===== src/rtl/booth_multiplier_seq_pkg.sv =====
// Shared definitions for the sequential radix-2 Booth multiplier:
// FSM state encodings, Booth operation codes and the recoding helper.
package booth_multiplier_seq_pkg;

    typedef enum logic [1:0] {
        ST_IDLE = 2'd0,
        ST_RUN  = 2'd1,
        ST_DONE = 2'd2
    } state_t;

    typedef enum logic [1:0] {
        OP_NONE = 2'd0,
        OP_ADD  = 2'd1,
        OP_SUB  = 2'd2
    } op_t;

    // Radix-2 Booth recoding of the current multiplier bit pair {Q[0], Qm1}.
    function automatic op_t booth_op(input logic q0, input logic qm1);
        case ({q0, qm1})
            2'b01:   return OP_ADD;
            2'b10:   return OP_SUB;
            default: return OP_NONE;
        endcase
    endfunction

endpackage


===== src/rtl/booth_multiplier_seq_addsub.sv =====
// Combinational (W+1)-bit add/subtract of the Booth accumulator and multiplicand.
// Subtraction is formed as acc + ~m + 1, with the +1 entering as a carry-in.
module booth_addsub_stage
    import booth_multiplier_seq_pkg::*;
#(
    parameter int W = 4
) (
    input  op_t                logic_op,
    input  logic signed [W:0]  acc,
    input  logic signed [W:0]  m,
    output logic signed [W:0]  sum
);

    logic        [W:0] operand;
    logic              carry_in;

    // Select the second operand and carry-in for the requested Booth operation.
    always_comb begin
        operand  = '0;
        carry_in = 1'b0;
        case (logic_op)
            OP_ADD: begin
                operand  = m;
                carry_in = 1'b0;
            end
            OP_SUB: begin
                operand  = ~m;
                carry_in = 1'b1;
            end
            default: begin
                operand  = '0;
                carry_in = 1'b0;
            end
        endcase
        sum = acc + operand + {{W{1'b0}}, carry_in};
    end

endmodule


===== src/rtl/booth_multiplier_seq.sv =====
// Sequential signed radix-2 Booth multiplier, WIDTH x WIDTH -> 2*WIDTH.
// One add/sub-and-shift step per cycle; start/busy/done handshake; P holds
// the last product until the next accepted start completes.
module booth_multiplier_seq
    import booth_multiplier_seq_pkg::*;
#(
    parameter int WIDTH = 4
) (
    input  logic                        clk,
    input  logic                        reset,
    input  logic                        start,
    input  logic signed [WIDTH-1:0]     A,
    input  logic signed [WIDTH-1:0]     B,
    output logic                        busy,
    output logic                        done,
    output logic signed [2*WIDTH-1:0]   P
);

    localparam int CNT_W = $clog2(WIDTH) + 1;

    state_t                    state;
    state_t                    state_next;
    logic signed [WIDTH:0]     m;
    logic signed [WIDTH:0]     acc;
    logic        [WIDTH-1:0]   q;
    logic                      qm1;
    logic        [CNT_W-1:0]   cnt;
    logic signed [WIDTH:0]     sum;
    logic                      load;
    logic                      step;
    logic                      last;
    op_t                       op;

    assign op   = booth_op(q[0], qm1);
    assign last = (cnt == CNT_W'(1));

    booth_addsub_stage #(
        .W        (WIDTH)
    ) u_addsub (
        .logic_op (op),
        .acc      (acc),
        .m        (m),
        .sum      (sum)
    );

    // Next-state decode and handshake outputs; start only counts outside RUN.
    always_comb begin
        state_next = state;
        busy       = 1'b0;
        done       = 1'b0;
        load       = 1'b0;
        step       = 1'b0;
        case (state)
            ST_IDLE: begin
                if (start) begin
                    load       = 1'b1;
                    state_next = ST_RUN;
                end
            end
            ST_RUN: begin
                busy = 1'b1;
                step = 1'b1;
                if (last) begin
                    state_next = ST_DONE;
                end
            end
            ST_DONE: begin
                done = 1'b1;
                if (start) begin
                    load       = 1'b1;
                    state_next = ST_RUN;
                end else begin
                    state_next = ST_IDLE;
                end
            end
            default: begin
                state_next = ST_IDLE;
            end
        endcase
    end

    // State register.
    always_ff @(posedge clk) begin
        if (reset) begin
            state <= ST_IDLE;
        end else begin
            state <= state_next;
        end
    end

    // Operand capture, add/sub-and-shift step, and product latch on the final step.
    always_ff @(posedge clk) begin
        if (reset) begin
            m   <= '0;
            acc <= '0;
            q   <= '0;
            qm1 <= 1'b0;
            cnt <= '0;
            P   <= '0;
        end else if (load) begin
            m   <= {A[WIDTH-1], A};
            acc <= '0;
            q   <= B;
            qm1 <= 1'b0;
            cnt <= CNT_W'(WIDTH);
        end else if (step) begin
            // Arithmetic shift right of {sum, q, qm1}.
            acc <= {sum[WIDTH], sum[WIDTH:1]};
            q   <= {sum[0], q[WIDTH-1:1]};
            qm1 <= q[0];
            cnt <= cnt - CNT_W'(1);
            if (last) begin
                // Post-shift {acc[WIDTH-1:0], q}; the extra accumulator bit is dropped.
                P <= {sum[WIDTH:0], q[WIDTH-1:1]};
            end
        end
    end

endmodule


===== config.mk =====
export PLATFORM = sky130hd
export DESIGN_NAME = booth_multiplier_seq
export DESIGN_NICKNAME = d
export VERILOG_FILES = /design/src/rtl/booth_multiplier_seq_pkg.sv /design/src/rtl/booth_multiplier_seq_addsub.sv /design/src/rtl/booth_multiplier_seq.sv
export SDC_FILE = /design/constraint.sdc
export NUM_CORES = 1
export LEC_CHECK = 0
export ABC_AREA = 1
export BUFFER_PORTS_ARGS = -buffer_cell sky130_fd_sc_hd__buf_4
export CAP_MARGIN = 20
export CORE_AREA = 4 4 53 55
export CTS_CLUSTER_SIZE = 28
export DETAILED_ROUTE_END_ITERATION = 7
export DIE_AREA = 0 0 57 59
export PLACE_DENSITY_LB_ADDON = 0.05
export SLEW_MARGIN = 20
export SYNTH_ARGS = -nofsm -noshare
export SYNTH_HDL_FRONTEND = slang
export SYNTH_SLANG_ARGS = --single-unit

===== constraint.sdc =====
create_clock -name clk -period 4.4 [get_ports clk]
set_clock_uncertainty 0.1 [all_clocks]
set_input_delay 1.1 -clock clk [delete_from_list [all_inputs] [get_ports clk]]
set_output_delay 1.1 -clock clk [all_outputs]
set_load 0.01 [all_outputs]

==> impl_metrics.json <==
{
  "synthFlopType": "dfxtp_1",
  "netlist_area_um2": 1230,
  "layout.cells.non_filler": 220,
  "ys.warnings.count": 0,
  "first_global_vias": 1091,
  "cap_violations": 0,
  "die_w_um": 57,
  "cts.clk_slew.worst_paths_ns": 0.13,
  "coreArea_um2": 2390,
  "seqCellArea_um2": 520,
  "worstMarginPinSlew_ns": 0.380,
  "seq_area_frac_synth_pct": 42.2,
  "fin_util_pct": 59.6,
  "slew_headroom_pct": 74.4,
  "vias": 1075,
  "r2r-start": "q[0]$_SDFFE_PP0P_",
  "n_antenna_cell": 0,
  "routed_wirelength_um": 2520,
  "path_class": "reg -> out",
  "worstPathRequired_ns": 3.20,
  "cp-start-kind": "flip-flop",
  "rsz0062_at_grt": "no",
  "ir_drop_mv": 0.197,
  "n_fill_cell": 230,
  "top_level_ports": 21,
  "hold_viol_final": 0,
  "rows": 18,
  "insertion_delay_ns": 0.32,
  "hp-class": "reg -> reg",
  "dieArea_um2": 3360,
  "end_kind": "output pin",
  "synth_seq_cells": 26,
  "postCtsSetupBuffers": 0,
  "power.leakage_nw": 0.689,
  "cts_num_sinks": 26,
  "cts.path.max_buffers": 2,
  "dr_wl_met2_um": 1320,
  "syn_to_final_growth_pct": 15.4,
  "mostFrequentLayoutCells": "nor2_1 (43), dfxtp_1 (26), nand2_1 (25)",
  "final-setup-viol-count": 0,
  "drt-met1-wl_um": 1070,
  "htreeDepth": 1,
  "dr_wl_met3_um": 105,
  "die_y_um": 59,
  "synth_cells": 170,
  "yosys.area.top_type": "dfxtp_1",
  "synthesis.nets": 188,
  "synth_top_area_share_pct": 42.2,
  "start_util_pct": 51.7,
  "ctsHoldBuffers": 0,
  "clockRootBuffer": "clkbuf_4",
  "first_pass_iters": 4,
  "layout-drive-gt1-share_pct": 14.2,
  "grt_max_degree": 17,
  "synth_cell_type_count": 18,
  "nets": 209,
  "postSynthAreaPerCell_um2": 7.26,
  "numCtsBuffers": 3,
  "r2r-end": "acc[1]$_SDFFE_PP0P_",
  "grt_overflow": 0,
  "period_needed_ns": 2.47,
  "preCtsSetupSlack_ns": 2.17,
  "cts_resized": 0,
  "antenna_found_initial": 0,
  "rr_worst_depth": 10,
  "maxSlewViolCount": 0,
  "numPortBuffers": 20,
  "place.gp.congestion": 0.807,
  "dp_hpwl_um": 1950,
  "synth-edff-count": 0,
  "crit_fanout": 16,
  "cp-startpoint": "state[0]$_SDFFE_PP0P_",
  "r2r_slack_ns": 2.14,
  "cp-endpoint": "busy",
  "synth_area_leaders": "dfxtp_1 (42%), nor2_1 (13%), nand2_1 (7.6%)",
  "period_share_pct": 56.1,
  "multi_input_area_um2": 597,
  "fin_setup_tns_ns": 0,
  "grt_pass1_wl_um": 4400,
  "drt_iter0_drc": 15,
  "status": "completed",
  "routed.top_layer": "met4",
  "placed_cells": 216,
  "fmax_mhz": 405,
  "routedWlPerCell_um": 11.5,
  "grt_use_total_pct": 16.6,
  "vias_per_cell": 4.89,
  "drc": 0,
  "async_reset_ff_share_pct": 0,
  "final_common_cell": "nor2_1",
  "cp_data_arrival_time_ns": 1.27,
  "setup_ws_ns": 1.93,
  "antenna_left": 0,
  "power_density_nw_per_um2": 338,
  "cts_tree": "done"
}
[kinds of logic after synthesis]
| kind of cell | after synthesis | synth area share (%) |
|---|---|---|
| simple gates | 84 | 28.2 |
| buf+inv | 26 | 9.43 |
| fa+ha+maj | 7 | 8.32 |
| flops | 26 | 42.2 |
| xor+xnor | 1 | 0.710 |
| compound gates | 26 | 11.2 |
[worst max-delay path, stage by stage, from the launching register on]
cell and delay (ns):
dfxtp_1 0.42, nand2_4 0.13, inv_2 0.23, buf_4 0.17
[final cells by class]
| type | count | area share [%] |
|---|---|---|
| well taps | 30 | 2.64 |
| inverters | 22 | 5.80 |
| clock buffers | 4 | 2.55 |
| multi-input cells | 118 | 41.9 |
| flip-flops and latches | 26 | 36.6 |
| repair buffers | 20 | 10.5 |
[routing by layer]
layer,up-vias,GRT usage (%)
li1,578,-
met1,477,18.9
met2,16,30.3
met3,4,2.83
met4,0,7.28
met5,-,0
[power breakdown]
group | internal, W | switching [W] | leakage [nW]
clock | 0.0000506 | 0.0000673 | 0.0210
sequential | 0.000251 | 0.0000106 | 0.213
combinational | 0.0000404 | 0.0000616 | 0.455
total | 0.000342 | 0.000139 | 0.689
[state kept, by name, indices dropped and copies added (netlist names)]
register and flops:
acc 4, cnt 3, m 4, q 4, qm1 1, P 8, state 2
[how the worst min path moves through the flow]
stage	from	endpoint	slack, ns	cells after the start
floorplan	acc[1]$_SDFFE_PP0P_	acc[1]$_SDFFE_PP0P_	0.36	2
global placement	P[5]$_SDFFE_PP0P_	P[5]$_SDFFE_PP0P_	0.35	2
detailed placement	P[5]$_SDFFE_PP0P_	P[5]$_SDFFE_PP0P_	0.35	2
CTS	P[5]$_SDFFE_PP0P_	P[5]$_SDFFE_PP0P_	0.37	2
global route	P[5]$_SDFFE_PP0P_	P[5]$_SDFFE_PP0P_	0.41	2
finish	P[5]$_SDFFE_PP0P_	P[5]$_SDFFE_PP0P_	0.37	2
[metrics by stage]
step                cell area, um^2  power (W)  hold slack (ns)
floorplan                      1230   0.000341            0.363
global placement               1390   0.000364            0.351
detailed placement             1390   0.000369            0.352
CTS                            1420   0.000489            0.371
global route                   1420   0.000515            0.409
finish                         1420   0.000481            0.372
[cells in the mapped netlist, types with 2 or more instances]
cell type / n
a21oi_1: 9
nand2_1: 25
a211oi_1: 3
buf_6: 2
nor2_1: 43
dfxtp_1: 26
inv_1: 21
nor3_1: 4
fa_1: 2
ha_1: 5
o21ai_0: 14
nand3_1: 10
Note: power is estimated with default switching activity, not from simulation.
